$ cat src/rtl/raster_req_arb.sv
// raster_req_arb: round-robin merge of NUM_INPUTS raster request streams into a
// single registered downstream raster request stream.
//
// Ports:
//   clk, reset       - clock and synchronous active-high reset
//   clear            - frame restart pulse; clears the done mask and out_done
//   in_valid         - per-input beat valid
//   in_stamps        - per-input stamps, input i occupies slice i
//   in_done          - per-input "no more stamps this frame"
//   in_ready         - per-input accept (combinational, granted input only)
//   out_valid        - registered beat valid
//   out_stamps       - registered beat stamps
//   out_done         - registered: all inputs done and output stage empty
//   out_ready        - downstream accept
//   beat_count       - number of beats accepted downstream (wrapping)
module raster_req_arb #(
  parameter int unsigned NUM_INPUTS = 4,
  parameter int unsigned NUM_LANES  = 1,
  parameter int unsigned STAMP_W    = 64,
  parameter int unsigned CNT_W      = 32
) (
  input  logic                                    clk,
  input  logic                                    reset,
  input  logic                                    clear,
  input  logic [NUM_INPUTS-1:0]                   in_valid,
  input  logic [NUM_INPUTS*NUM_LANES*STAMP_W-1:0] in_stamps,
  input  logic [NUM_INPUTS-1:0]                   in_done,
  output logic [NUM_INPUTS-1:0]                   in_ready,
  output logic                                    out_valid,
  output logic [NUM_LANES*STAMP_W-1:0]            out_stamps,
  output logic                                    out_done,
  input  logic                                    out_ready,
  output logic [CNT_W-1:0]                        beat_count
);

  localparam int unsigned BEAT_W = NUM_LANES * STAMP_W;
  localparam int unsigned IDX_W  = (NUM_INPUTS > 1) ? $clog2(NUM_INPUTS) : 1;

  logic [IDX_W-1:0]      r_ptr;
  logic                  r_out_valid;
  logic [BEAT_W-1:0]     r_out_stamps;
  logic                  r_out_done;
  logic [NUM_INPUTS-1:0] r_done_mask;
  logic [CNT_W-1:0]      r_beat_count;

  logic [IDX_W-1:0]      w_grant;
  logic                  w_grant_vld;
  int unsigned           w_idx;
  logic                  w_stage_free;
  logic                  w_xfer_in;
  logic                  w_xfer_out;
  logic [BEAT_W-1:0]     w_sel_stamps;
  logic [IDX_W-1:0]      w_ptr_next;

  // Cyclic search for the first valid input at or after the pointer.
  always_comb begin
    w_grant     = '0;
    w_grant_vld = 1'b0;
    w_idx       = 0;
    for (int unsigned k = 0; k < NUM_INPUTS; k++) begin
      w_idx = (int'(r_ptr) + k) % NUM_INPUTS;
      if (!w_grant_vld && in_valid[IDX_W'(w_idx)]) begin
        w_grant_vld = 1'b1;
        w_grant     = IDX_W'(w_idx);
      end
    end
  end

  assign w_stage_free = !r_out_valid || out_ready;
  // Reset gates the accept so nothing is taken in the reset cycle.
  assign w_xfer_in    = w_grant_vld && w_stage_free && !reset;
  assign w_xfer_out   = r_out_valid && out_ready;

  // Ready only towards the granted input.
  always_comb begin
    in_ready = '0;
    for (int unsigned i = 0; i < NUM_INPUTS; i++) begin
      in_ready[i] = w_xfer_in && (w_grant == IDX_W'(i));
    end
  end

  // Stamp mux for the granted input.
  always_comb begin
    w_sel_stamps = '0;
    for (int unsigned i = 0; i < NUM_INPUTS; i++) begin
      if (w_grant == IDX_W'(i)) begin
        w_sel_stamps = in_stamps[i*BEAT_W +: BEAT_W];
      end
    end
  end

  // Pointer moves one past the granted input, wrapping at the last input.
  always_comb begin
    w_ptr_next = r_ptr;
    if (w_xfer_in) begin
      if (w_grant == IDX_W'(NUM_INPUTS - 1)) begin
        w_ptr_next = '0;
      end else begin
        w_ptr_next = w_grant + IDX_W'(1);
      end
    end
  end

  // Round-robin pointer.
  always_ff @(posedge clk) begin
    if (reset) begin
      r_ptr <= '0;
    end else begin
      r_ptr <= w_ptr_next;
    end
  end

  // Single-entry output stage; stamps hold when drained without refill.
  always_ff @(posedge clk) begin
    if (reset) begin
      r_out_valid  <= 1'b0;
      r_out_stamps <= '0;
    end else if (w_xfer_in) begin
      r_out_valid  <= 1'b1;
      r_out_stamps <= w_sel_stamps;
    end else if (w_xfer_out) begin
      r_out_valid  <= 1'b0;
    end
  end

  // Sticky done mask; clear takes priority over incoming done flags.
  always_ff @(posedge clk) begin
    if (reset || clear) begin
      r_done_mask <= '0;
    end else begin
      r_done_mask <= r_done_mask | in_done;
    end
  end

  // End-of-frame done, held off while a beat is still buffered.
  always_ff @(posedge clk) begin
    if (reset || clear) begin
      r_out_done <= 1'b0;
    end else begin
      r_out_done <= (&r_done_mask) && !r_out_valid;
    end
  end

  // Downstream beat counter, wraps naturally.
  always_ff @(posedge clk) begin
    if (reset) begin
      r_beat_count <= '0;
    end else if (w_xfer_out) begin
      r_beat_count <= r_beat_count + CNT_W'(1);
    end
  end

  assign out_valid  = r_out_valid;
  assign out_stamps = r_out_stamps;
  assign out_done   = r_out_done;
  assign beat_count = r_beat_count;

endmodule

$ cat config.mk
export PLATFORM = sky130hd
export DESIGN_NAME = raster_req_arb
export DESIGN_NICKNAME = d
export VERILOG_FILES = /design/src/rtl/raster_req_arb.sv
export SDC_FILE = /design/constraint.sdc
export NUM_CORES = 1
export LEC_CHECK = 0
export BUFFER_PORTS_ARGS = -buffer_cell sky130_fd_sc_hd__buf_2
export CORE_AREA = 4 4 142 144
export CTS_BUF_LIST = sky130_fd_sc_hd__clkbuf_8 sky130_fd_sc_hd__clkbuf_16
export DETAILED_ROUTE_END_ITERATION = 7
export DIE_AREA = 0 0 146 148
export HOLD_SLACK_MARGIN = 0.02
export PLACE_DENSITY = 0.63
export SETUP_SLACK_MARGIN = 0.2
export SLEW_MARGIN = 0
export SYNTH_ARGS = -nofsm -noshare
export SYNTH_HDL_FRONTEND = slang
export SYNTH_SLANG_ARGS = --single-unit
$ cat constraint.sdc
create_clock -name clk -period 4 [get_ports clk]
set_input_delay 0.8 -clock clk [delete_from_list [all_inputs] [get_ports clk]]
set_output_delay 0.8 -clock clk [all_outputs]
set_load 0.02 [all_outputs]
==> metrics.log, run 1 <==
[metrics] run status: finished, final reports clean
[metrics] setup total negative slack: 0 ns
[metrics] arrival time of data at the critical path endpoint: 2.47 ns
[metrics] simple-gate area share of the yosys netlist: 10.7%
[metrics] DRT Wirelength: 25,200 microns
[metrics] setup repair after global routing missed its margin: no
[metrics] detailed-placement wirelength estimate: 18,500 microns
[metrics] critical path cell sequence: buf_2 > nand2b_1 > a21oi_1 > a221oi_1 > nor2b_1 > ha_2 > and2_1 > buf_2
[metrics] share of the synthesized area in compound gates (AO/OA/AOI/OAI): 40.4%
[metrics] headroom to the max-slew limit: 50.6%
[metrics] cells resized by post-CTS repair: 0
[metrics] Final Wtd Congestion: 0.858
[metrics] Fmax: 306 MHz
[metrics] path category of the worst min-delay check: register to register
[metrics] # rows: 50
[metrics] wire length of the first global-routing pass: 37,200 microns
[metrics] TritonCTS clock tree: yes
[metrics] synthesis-to-finish area growth: 39.5%
[metrics] ratio of routed vias to standard cells: 5.49
[metrics] dominant cell type by count on the critical path: sky130_fd_sc_hd__buf_2
[metrics] Worst IR Drop VDD: 0.239 mV
[metrics] ratio of total power to cell area: 519 nW/um^2
[metrics] kind of cell adding the most delay to the critical path: simple AND/OR/NAND/NOR gates
[metrics] All-Layer GR Usage: 21.8%
[metrics] count of boundary I/O pins: 370
[metrics] largest stage delay on the critical path: 0.34 ns
[metrics] CP required: 3.20 ns
[metrics] CP Capture Type: primary output
[metrics] Placed Cells: 1,285
[metrics] hold buffers post-CTS: 0
[metrics] number of buffer cells added on primary ports: 369
[metrics] largest family of logic cells by synthesized area: compound AO/OA/AOI/OAI gates
[metrics] total power: 4.24 mW
[metrics] remaining routing DRC violations: 0
[metrics] width of the chip: 146 microns
[metrics] GR Overflow Total: 0
[metrics] worst setup timing slack at the placement stage: 0.656 ns
[metrics] final setup vio count: 0
[metrics] number of nets still failing antenna checks after routing: 0
[metrics] max-slew violation total from the final report: 0
[metrics] mean cell area of the mapped netlist: 7.88 sq um
[metrics] post-synthesis async set-or-reset flop share: 0%
[metrics] Buf/Inv on CP: 2
[metrics] Yosys warning total: 0
[metrics] Wirelength per Cell: 19.3 microns
[metrics] synth cell count leaders: sky130_fd_sc_hd__a21oi_1, sky130_fd_sc_hd__dfxtp_1, sky130_fd_sc_hd__inv_1, sky130_fd_sc_hd__a221oi_1, sky130_fd_sc_hd__a211o_1
[metrics] first-pass iteration count of the detailed router: 5
[metrics] starting utilization of the core area: 31.3%
[metrics] Final Critical Period: 3.27 ns
[metrics] number of fill cells: 1,967
[metrics] Die Y-Extent: 148 microns
[metrics] fraction of layout instances using a drive strength above 1: 38.4%
[metrics] antenna violations before repair: 5
[metrics] Final Hold Vio Count: 0
[metrics] Synth area leader: sky130_fd_sc_hd__dfxtp_1
[metrics] final standard cell area without fillers: 8160 sq um
[metrics] number of enable flip-flop cells after synthesis: 0
[metrics] synthesized netlist net count: 1,015
[metrics] startpoint kind of the worst setup timing path: input port
[metrics] Core Footprint: 18,700 sq um
[metrics] clock sink count: 104
[metrics] Placement Cell Area: 7860 sq um
[metrics] xor and xnor fraction of the mapped netlist area: 1.80%
[metrics] area taken by flip-flops and latches: 2080 sq um
[metrics] initial detailed-routing violation count: 407
[metrics] overall via count from detail_route: 7,156
[metrics] sequential area share after synthesis: 35.6%
[metrics] critical path class: input port to primary output
[metrics] maximum number of buffers from clock root to sink: 2
[metrics] area fraction of the dominant cell type after synthesis: 35.6%
[metrics] slowest library cell on the worst path: sky130_fd_sc_hd__a221oi_1
[metrics] number of global-route vias before repair: 6,687
[metrics] insertion delay of the later-clocked pin in the worst-skew pair: 0.36 ns
[metrics] Worst Tran Pin Value: 0.739 ns
[metrics] dominant register cell in the synthesized netlist: sky130_fd_sc_hd__dfxtp_1
[metrics] post-synthesis mux area share: 0.385%
[metrics] pin count of the biggest net entering global routing: 129
[metrics] area used by multi-input combinational logic: 3230 sq um
[metrics] worst clock skew: 0.0102 ns
[metrics] least setup slack across all paths after layout: 0.730 ns
[metrics] number of unique standard cell types used by synthesis: 41
[metrics] Post-CTS Setup Bufs: 0
[metrics] net count reported at finish: 1,335
[metrics] fin crit share: 81.7%
[metrics] core utilization of the finished layout: 43.6%
[metrics] clock slew at reported path FFs: 0.07 ns
[metrics] Worst Hold Margin: 0.435 ns
[metrics] non-filler instance count after layout: 1,304
[metrics] critical path peak fanout: 5
[metrics] full die area: 21,600 sq um
[metrics] synthesized instance count: 742
[metrics] synthesized-area fraction occupied by adder cells: 1.07%
[metrics] H-Tree Depth: 3
[metrics] leak pwr: 4.01 nW
[metrics] most used standard cell by instance count after synthesis: sky130_fd_sc_hd__a21oi_1
[metrics] max-cap viol count: 0
[metrics] netlist area before placement: 5850 sq um
[metrics] clock root buffer: sky130_fd_sc_hd__clkbuf_16
[metrics] number of synthesized register bits: 104
[metrics] synth top area cells: sky130_fd_sc_hd__dfxtp_1, sky130_fd_sc_hd__a21oi_1, sky130_fd_sc_hd__a221oi_1, sky130_fd_sc_hd__a211o_1, sky130_fd_sc_hd__inv_1
[metrics] cts bufs inserted: 9
logic make-up (layout without fill, tap and decap cells):
| logic type | count (synthesis) | count (layout) |
|---|---|---|
| AOI/OAI and AO/OA | 367 | 367 |
| buffers and inverters | 145 | 470 |
| and+or+nand+nor | 107 | 107 |
| DFF | 104 | 104 |
| xor gates and xnor gates | 12 | 12 |
| adders and majority gates | 5 | 5 |
| muxes | 2 | 2 |
| other | 0 | 3 |
placed cells by master, fill, tap and decap left out, types with 2 or more instances in the layout:
cell,Yosys,final
sky130_fd_sc_hd__dfxtp_1,104,104
sky130_fd_sc_hd__inv_1,70,71
sky130_fd_sc_hd__xor2_1,10,10
sky130_fd_sc_hd__ha_1,5,2
sky130_fd_sc_hd__buf_2,13,369
sky130_fd_sc_hd__or3_1,4,3
sky130_fd_sc_hd__clkinv_4,0,2
sky130_fd_sc_hd__buf_4,2,11
sky130_fd_sc_hd__xnor2_1,2,2
sky130_fd_sc_hd__clkbuf_16,0,9
sky130_fd_sc_hd__and2_1,8,8
sky130_fd_sc_hd__nand2b_1,3,3
sky130_fd_sc_hd__a21oi_1,212,212
sky130_fd_sc_hd__and3_1,4,4
sky130_fd_sc_hd__nand3_1,12,12
sky130_fd_sc_hd__o21ai_0,8,8
sky130_fd_sc_hd__nand2_1,18,18
sky130_fd_sc_hd__and4_1,6,6
sky130_fd_sc_hd__clkbuf_8,0,3
sky130_fd_sc_hd__ha_4,0,2
sky130_fd_sc_hd__a221oi_1,64,64
sky130_fd_sc_hd__a211o_1,63,63
sky130_fd_sc_hd__o31ai_1,11,11
sky130_fd_sc_hd__nand4b_1,2,2
sky130_fd_sc_hd__nor2b_1,7,6
sky130_fd_sc_hd__or4_1,11,11
sky130_fd_sc_hd__o21a_1,4,4
sky130_fd_sc_hd__mux2_2,2,2
sky130_fd_sc_hd__buf_12,0,3
sky130_fd_sc_hd__nor2_1,16,16
sky130_fd_sc_hd__diode_2,0,3
sky130_fd_sc_hd__nand4_1,10,10
metal layers:
| layer | track usage, % | wire length [microns] | share of wire, % | vias up |
|---|---|---|---|---|
| li1 | - | - | - | 3419 |
| met1 | 26.4 | 10100 | 40 | 3362 |
| met2 | 36.7 | 12300 | 49 | 326 |
| met3 | 5.98 | 1980 | 7.9 | 45 |
| met4 | 8.70 | 750 | 3.0 | 4 |
| met5 | 0 | 27 | 0.11 | - |
power breakdown:
group	switching (mW)	total, mW	internal, mW
logic	1.20	2.04	0.840
registers	0.0912	1.30	1.21
clock network	0.423	0.898	0.475
registers in the layout, summed over array words and instances, names as in the netlist:
| register | cells |
|---|---|
| out_done | 1 |
| beat_count | 32 |
| out_valid | 1 |
| r_ptr | 2 |
| out_stamps | 64 |
| r_done_mask | 4 |
worst reg2reg max path: cells and delay by family, from the launching register on:
kind            cells  cell delay (ns)
buf+inv             1             0.43
simple gates        2             0.47
compound gates      5             1.12
fa+ha+maj           1             0.29
flops               1             0.40
final timing paths:
check | cells past startpoint | from | to | slack (ns)
setup / recovery | 8 | in_valid[1] | in_ready[1] | 0.73
hold / removal | 2 | r_done_mask[2]$_SDFF_PP0_ | out_done$_SDFF_PP0_ | 0.44
setup reg to reg | 9 | r_ptr[0]$_SDFFE_PP0P_ | out_stamps[63]$_SDFFE_PP0P_ | 1.25
hold reg to reg | 2 | r_done_mask[2]$_SDFF_PP0_ | out_done$_SDFF_PP0_ | 0.44
final cells by class:
| type | instances | area share, % |
|---|---|---|
| Inverter | 71 | 3.27 |
| Sequential cell | 104 | 25.5 |
| Clock inverter | 4 | 0.353 |
| Tap cell | 234 | 3.59 |
| Clock buffer | 12 | 3.27 |
| Multi-Input combinational cell | 493 | 39.5 |
| Timing Repair Buffer | 383 | 24.4 |
| Antenna cell | 3 | 0.0920 |
Power figures use the tool's default switching activity.
==> inputs of run 2 (changes only) <==
- CORE_AREA: 4 4 142 144 -> 4 4 143 145
- DIE_AREA: 0 0 146 148 -> 0 0 147 149
- PLACE_DENSITY: 0.63 -> 0.65
- clock period: 4 -> 2.7 ns (I/O delays scaled with it)
==> run 2 against run 1 <==
Net effect:
- worst hold slack got worse by 0.039 ns
- clock skew decreased by 0.0018 ns
- final cell count increased by 3.3%
- flip-flop and latch count unchanged
==> metrics.log, run 2 (synthesized netlist as in run 1, its figures left out) <==
[metrics] detailed-placement wirelength estimate: 17,800 microns (-3.7%)
[metrics] antenna violations before repair: 2 (-3)
[metrics] DRT Wirelength: 23,700 microns (-5.9%)
[metrics] maximum number of buffers from clock root to sink: 2 (unchanged)
[metrics] clock sink count: 104 (unchanged)
[metrics] met1 Usage GRT: 25.7% (-0.66 points)
[metrics] ratio of total power to cell area: 773 nW/um^2 (+49%)
[metrics] remaining routing DRC violations: 0 (unchanged)
[metrics] Worst IR Drop VDD: 0.385 mV (+61%)
[metrics] ratio of routed vias to standard cells: 5.28 (-3.8%)
[metrics] Final Hold Vio Count: 0 (unchanged)
[metrics] GR Overflow Total: 0 (unchanged)
[metrics] All-Layer GR Usage: 20.4% (-1.3 points)
[metrics] Worst Hold Launch: in_done[0]
[metrics] number of global-route vias before repair: 6,750 (+0.94%)
[metrics] clock slew at reported path FFs: 0.07 ns (about the same)
[metrics] leak pwr: 4.13 nW (+3.0%)
[metrics] Final Critical Period: 2.41 ns
[metrics] Core Footprint: 19,200 sq um (+2.7%)
[metrics] core utilization of the finished layout: 43.9% (+0.25 points)
[metrics] wire length of the first global-routing pass: 36,100 microns (-2.9%)
[metrics] Comb power frac: 48.4% (+0.2 points)
[metrics] beginning of the critical path: r_ptr[0]$_SDFFE_PP0P_
[metrics] path category of the worst min-delay check: input port to register
[metrics] net count reported at finish: 1,349 (+1.0%)
[metrics] routing layer with the top usage in global route: met2
[metrics] Placement Cell Area: 8020 sq um (+2.1%)
[metrics] met3 capacity usage during global routing: 4.50% (-1.5 points)
[metrics] global-route met2 utilization: 34.2% (-2.4 points)
[metrics] net switching power of the design: 2.53 mW (+47%)
[metrics] Internal: 3.99 mW (+58%)
[metrics] first-pass iteration count of the detailed router: 5 (unchanged)
[metrics] run status: finished, final reports clean
[metrics] hold buffers post-CTS: 0 (unchanged)
[metrics] # rows: 51 (+2.0%)
[metrics] arrival time of data at the critical path endpoint: 1.87 ns (-0.60 ns)
[metrics] TritonCTS clock tree: yes
[metrics] max reg flops: 64 (unchanged)
[metrics] Final Wtd Congestion: 0.855 (-0.35%)
[metrics] worst clock skew: 0.00848 ns (-0.00177 ns)
[metrics] max-slew violation total from the final report: 0 (unchanged)
[metrics] share of power burned in the clock network: 22.1% (+0.9 points)
[metrics] insertion delay of the later-clocked pin in the worst-skew pair: 0.35 ns (about the same)
[metrics] count of boundary I/O pins: 370 (unchanged)
[metrics] fin crit share: 89.3%
[metrics] full die area: 21,900 sq um (+1.4%)
[metrics] CP Capture Type: primary output
[metrics] Placed Cells: 1,325 (+3.1%)
[metrics] Crit Reg-Reg Startpoint: r_ptr[0]$_SDFFE_PP0P_
[metrics] Die Y-Extent: 149 microns (+0.68%)
[metrics] initial detailed-routing violation count: 475 (+17%)
[metrics] H-Tree Depth: 3 (unchanged)
[metrics] headroom to the max-slew limit: 68.8% (+18 points)
[metrics] startpoint kind of the worst setup timing path: register
[metrics] Worst Tran Pin Value: 0.467 ns (-0.272 ns)
[metrics] synthesis-to-finish area growth: 44.1%
[metrics] critical path class: register to primary output
[metrics] critical path peak fanout: 5 (unchanged)
[metrics] final setup vio count: 0 (unchanged)
[metrics] width of the chip: 147 microns (+0.68%)
[metrics] Wirelength per Cell: 17.6 microns (-8.9%)
[metrics] clock root buffer: sky130_fd_sc_hd__clkbuf_16
[metrics] Fmax: 415 MHz
[metrics] final standard cell area without fillers: 8430 sq um (+3.3%)
[metrics] most common cell after layout, fill and taps aside: sky130_fd_sc_hd__buf_2
[metrics] non-filler instance count after layout: 1,347 (+3.3%)
[metrics] Switching Share: 38.8% (-1.7 points)
[metrics] share of power burned in registers: 29.5% (-1.1 points)
[metrics] number of nets still failing antenna checks after routing: 0 (unchanged)
[metrics] setup repair after global routing missed its margin: yes
[metrics] overall via count from detail_route: 7,114 (-0.59%)
[metrics] CP required: 2.16 ns (-1.04 ns)
[metrics] pin count of the biggest net entering global routing: 73 (-43%)
[metrics] max-cap viol count: 0 (unchanged)
[metrics] starting utilization of the core area: 30.5% (-0.82 points)
[metrics] number of fill cells: 1,940 (-1.4%)
[metrics] number of buffer cells added on primary ports: 369 (unchanged)
[metrics] highest-count cells in the layout ignoring fill and taps: sky130_fd_sc_hd__buf_2, sky130_fd_sc_hd__a21oi_1, sky130_fd_sc_hd__dfxtp_1
[metrics] cts bufs inserted: 9 (unchanged)
[metrics] fraction of layout instances using a drive strength above 1: 39.9% (+1.4 points)
==> run 2: through the flow <==
| stage | hold WS [ns] | setup TNS (ns) | setup WS (ns) | power [mW] |
|---|---|---|---|---|
| finish | 0.396 | 0 | 0.289 | 6.51 |
| floorplan | 0.415 | 0 | 0.204 | 3.97 |
| global route | 0.391 | 0 | 0.179 | 6.91 |
| detailed placement | 0.428 | -0.116 | -0.116 | 5.03 |
| global placement | 0.426 | -0.0482 | -0.0482 | 5.01 |
| CTS | 0.379 | 0 | 0.197 | 6.52 |
==> run 2: timing repair <==
action	in CTS	in global routing
pin swaps	0	1
setup buffers	0	5
gates resized for setup	4	3
setup endpoints to repair	3	5
==> run 2: worst max-delay path, cell delays in order (launching register included) <==
cell and delay (ns):
sky130_fd_sc_hd__dfxtp_2 0.36, sky130_fd_sc_hd__nand2b_1 0.13, sky130_fd_sc_hd__a21oi_1 0.08, sky130_fd_sc_hd__a221oi_2 0.24, sky130_fd_sc_hd__nor2b_4 0.25, sky130_fd_sc_hd__ha_4 0.16, sky130_fd_sc_hd__and2_2 0.15, sky130_fd_sc_hd__buf_2 0.16
==> run 2: power groups by stage <==
stage	Combinational [mW]	Sequential, mW	Clock [mW]
floorplan	1.72	2.25	0
global placement	3.07	1.95	0
detailed placement	3.08	1.95	0
CTS	3.12	1.92	1.48
global route	3.44	1.95	1.53
finish	3.15	1.92	1.44
==> run 2: final timing paths <==
| kind | endpoint | slack [ns] | cells after the start |
|---|---|---|---|
| max | in_ready[1] | 0.29 | 7 |
| min | r_done_mask[0]$_SDFF_PP0_ | 0.40 | 2 |
| max reg2reg | out_stamps[3]$_SDFFE_PP0P_ | 0.34 | 11 |
| min reg2reg | out_done$_SDFF_PP0_ | 0.44 | 2 |
==> run 2: final cells by class <==
| cell class | instances | area [sq um] | area share (%) |
|---|---|---|---|
| Multi-Input combinational cell | 493 | 3270 | 38.8 |
| Clock buffer | 9 | 225 | 2.67 |
| Timing Repair Buffer | 397 | 2160 | 25.6 |
| Sequential cell | 104 | 2080 | 24.7 |
| Clock inverter | 7 | 92.6 | 1.10 |
| Inverter | 71 | 267 | 3.16 |
| Tap cell | 265 | 332 | 3.93 |
| Antenna cell | 1 | 2.50 | 0.0297 |
==> run 2: per-layer routing <==
metal | part of all wire, % | routed length (microns)
met5 | 0.055 | 13
met4 | 3.1 | 745
met3 | 8.2 | 1940
met2 | 49 | 11600
met1 | 40 | 9440
==> inputs of run 3 (changes only) <==
- RECOVER_POWER: default -> 100
- REMOVE_ABC_BUFFERS: default -> 1
==> run 3 against run 2 <==
Net effect:
- clock power about the same
- combinational power increased by 15%
- power increased by 7.8%
- worst hold slack improved by 0.0044 ns
- count of clock-buffer cells in the layout unchanged
- core utilization increased by 1.4 points
- final cell count increased by 1.6%
- via count increased by 3.1%
- setup slack got worse by 0.12 ns
- largest power group unchanged
==> metrics.log, run 3 (synthesized netlist as in run 1, its figures left out) <==
[metrics] Worst Hold Margin: 0.401 ns (+0.00443 ns)
[metrics] GR Overflow Total: 0 (unchanged)
[metrics] wire length of the first global-routing pass: 36,400 microns (+0.84%)
[metrics] hold buffers post-CTS: 0 (unchanged)
[metrics] number of buffer cells added on primary ports: 369 (unchanged)
[metrics] startpoint kind of the worst setup timing path: register
[metrics] area used by multi-input combinational logic: 3330 sq um (+1.9%)
[metrics] setup repair after global routing missed its margin: yes
[metrics] share of power burned in registers: 27.8% (-1.7 points)
[metrics] leak pwr: 3.97 nW (-3.9%)
[metrics] total power: 7.02 mW (+7.8%)
[metrics] first-pass iteration count of the detailed router: 7 (+2)
[metrics] count of boundary I/O pins: 370 (unchanged)
[metrics] max-cap viol count: 0 (unchanged)
[metrics] clock root buffer: sky130_fd_sc_hd__clkbuf_16
[metrics] Worst IR Drop VDD: 0.339 mV (-12%)
[metrics] Core Footprint: 19,200 sq um (unchanged)
[metrics] kind of cell adding the most delay to the critical path: buffers and inverters
[metrics] Buf/Inv on CP: 5 (+4)
[metrics] clock slew at reported path FFs: 0.08 ns (about the same)
[metrics] critical path class: register to register
[metrics] Final Hold Vio Count: 0 (unchanged)
[metrics] Comb power frac: 51.4% (+3.0 points)
[metrics] path category of the worst min-delay check: input port to register
[metrics] TritonCTS clock tree: yes
[metrics] Fmax: 396 MHz (-4.6%)
[metrics] Die Y-Extent: 149 microns (unchanged)
[metrics] net count reported at finish: 1,370 (+1.6%)
[metrics] worst reg2reg path depth: 14 (+3)
[metrics] CP required: 2.99 ns (+0.83 ns)
[metrics] max-slew violation total from the final report: 0 (unchanged)
[metrics] fraction of layout instances using a drive strength above 1: 32.9% (-6.9 points)
[metrics] max reg flops: 64 (unchanged)
[metrics] worst min-delay path endpoint: r_done_mask[2]$_SDFF_PP0_
[metrics] headroom to the max-slew limit: 29.9% (-39 points)
[metrics] All-Layer GR Usage: 20.6% (+0.17 points)
[metrics] Final Wtd Congestion: 0.911 (+6.6%)
[metrics] Crit Reg-Reg Startpoint: r_ptr[0]$_SDFFE_PP0P_
[metrics] Internal: 4.27 mW (+7.1%)
[metrics] FF-to-FF setup slack: 0.17 ns (-0.17 ns)
[metrics] worst hold path cell count: 2 (unchanged)
[metrics] dominant cell type by count on the critical path: sky130_fd_sc_hd__buf_6
[metrics] run status: finished, final reports clean
[metrics] ratio of total power to cell area: 808 nW/um^2 (+4.6%)
[metrics] width of the chip: 147 microns (unchanged)
[metrics] highest-count cells in the layout ignoring fill and taps: sky130_fd_sc_hd__buf_2, sky130_fd_sc_hd__a21oi_1, sky130_fd_sc_hd__dfxtp_1
[metrics] critical path cell sequence: nand2b_4 > a21oi_2 > a221oi_2 > nor2b_1 > buf_6 > ha_4 > buf_6 > buf_12 > nor2b_2 > buf_6 > clkbuf_16 > a221oi_1 > a211o_1 > a21oi_1
[metrics] slowest library cell on the worst path: sky130_fd_sc_hd__dfxtp_4
[metrics] initial detailed-routing violation count: 415 (-13%)
[metrics] pin count of the biggest net entering global routing: 91 (+25%)
[metrics] worst clock skew: 0.0117 ns (+0.00323 ns)
[metrics] number of nets still failing antenna checks after routing: 0 (unchanged)
[metrics] antenna violations before repair: 1 (-1)
[metrics] detailed-placement wirelength estimate: 17,500 microns (-2.2%)
[metrics] # rows: 51 (unchanged)
[metrics] largest stage delay on the critical path: 0.36 ns (about the same)
[metrics] Worst Hold Launch: in_done[2]
[metrics] Final Critical Period: 2.53 ns (+0.116 ns)
[metrics] most common cell after layout, fill and taps aside: sky130_fd_sc_hd__buf_2
[metrics] endpoint of the worst-slack reg-to-reg timing path: out_stamps[42]$_SDFFE_PP0P_
[metrics] number of global-route vias before repair: 6,821 (+1.1%)
[metrics] ratio of routed vias to standard cells: 5.36 (+1.6%)
[metrics] maximum number of buffers from clock root to sink: 2 (unchanged)
[metrics] synthesis-to-finish area growth: 48.6%
[metrics] H-Tree Depth: 3 (unchanged)
[metrics] insertion delay of the later-clocked pin in the worst-skew pair: 0.36 ns (about the same)
[metrics] final setup vio count: 0 (unchanged)
[metrics] CP Capture Type: register
[metrics] area taken by flip-flops and latches: 2090 sq um (+0.18%)
[metrics] cts bufs inserted: 9 (unchanged)
[metrics] Switching Share: 39.2% (+0.39 points)
[metrics] full die area: 21,900 sq um (unchanged)
[metrics] critical path peak fanout: 5 (unchanged)
[metrics] overall via count from detail_route: 7,337 (+3.1%)
[metrics] remaining routing DRC violations: 0 (unchanged)
[metrics] arrival time of data at the critical path endpoint: 2.82 ns (+0.95 ns)
[metrics] net switching power of the design: 2.75 mW (+8.9%)
[metrics] fin crit share: 93.6% (+4.3 points)
[metrics] Worst Tran Pin Value: 1.05 ns (+0.583 ns)
[metrics] DRT Wirelength: 25,400 microns (+6.9%)
[metrics] number of fill cells: 1,986 (+2.4%)
[metrics] clock sink count: 104 (unchanged)
[metrics] share of power burned in the clock network: 20.8% (-1.3 points)
[metrics] Wirelength per Cell: 18.5 microns (+5.2%)
[metrics] starting utilization of the core area: 30.5% (unchanged)
==> run 3: worst register-to-register path, cell delays in order (launching register included) <==
cell                        delay, ns
sky130_fd_sc_hd__dfxtp_4         0.36
sky130_fd_sc_hd__nand2b_4        0.14
sky130_fd_sc_hd__a21oi_2         0.14
sky130_fd_sc_hd__a221oi_2        0.05
sky130_fd_sc_hd__nor2b_1         0.15
sky130_fd_sc_hd__buf_6           0.14
sky130_fd_sc_hd__ha_4            0.17
sky130_fd_sc_hd__buf_6           0.12
sky130_fd_sc_hd__buf_12          0.11
sky130_fd_sc_hd__nor2b_2         0.25
sky130_fd_sc_hd__buf_6           0.20
sky130_fd_sc_hd__clkbuf_16       0.15
sky130_fd_sc_hd__a221oi_1        0.06
sky130_fd_sc_hd__a211o_1         0.28
sky130_fd_sc_hd__a21oi_1         0.13
==> run 3: per-stage QoR <==
step | utilization, % | instances | area [sq um] | setup slack, ns | setup TNS [ns]
after global routing | 45.2 | 1368 | 8690 | 0.0367 | 0
after global placement | 42.2 | 1331 | 8100 | -0.0819 | -0.161
after detailed placement | 42.2 | 1331 | 8100 | -0.114 | -0.272
after CTS | 44.5 | 1356 | 8540 | 0.196 | 0
after floorplan | - | 668 | 5530 | -2.13 | -140.46
final | 45.2 | 1368 | 8690 | 0.173 | 0
==> run 3: power by group through the flow <==
stage                     Combinational [mW]  Sequential [mW]  Clock [mW]
final                                   3.61             1.95        1.46
after floorplan                         1.66             2.24           0
after global routing                    3.90             1.97        1.55
after detailed placement                3.16             1.96           0
after CTS                               3.29             1.93        1.51
after global placement                  3.13             1.96           0
==> run 3: layout make-up <==
type | instances | area share [%]
antenna | 1 | 0.0288
clock buffer | 9 | 2.59
timing repair buffer | 418 | 27.0
clock inverter | 7 | 1.17
sequential | 104 | 24.0
multi-input combinational | 493 | 38.3
tap | 265 | 3.82
inverter | 71 | 3.07
==> run 3: per-layer routing <==
metal / GRT usage (%) / up-vias / wire (microns)
met2: 35.1 / 333 / 12300
met4: 6.71 / 0 / 635
met5: 0 / - / 0
met3: 4.04 / 52 / 1870
li1: - / 3490 / -
met1: 26.3 / 3462 / 10500
==> run 3: worst max-delay path by stage <==
stage                                startpoint                     endpoint  slack [ns]  depth (start not counted)
after global routing      r_ptr[0]$_SDFFE_PP0P_  out_stamps[42]$_SDFFE_PP0P_        0.04                         14
after global placement              in_valid[1]  out_stamps[10]$_SDFFE_PP0P_       -0.08                         13
after CTS                 r_ptr[0]$_SDFFE_PP0P_  out_stamps[23]$_SDFFE_PP0P_        0.20                         13
after floorplan                     in_valid[0]   out_stamps[0]$_SDFFE_PP0P_       -2.13                          7
after detailed placement            in_valid[2]  out_stamps[10]$_SDFFE_PP0P_       -0.11                         13
final                     r_ptr[0]$_SDFFE_PP0P_  out_stamps[42]$_SDFFE_PP0P_        0.17                         14
==> run 3: repair_timing <==
action / 4_1_cts / 5_1_grt
buffers inserted: 8 / 4
cloned: 1 / 7
pin swaps: 1 / 41
resized for setup: 7 / 50
setup endpoints to repair: 6 / 67
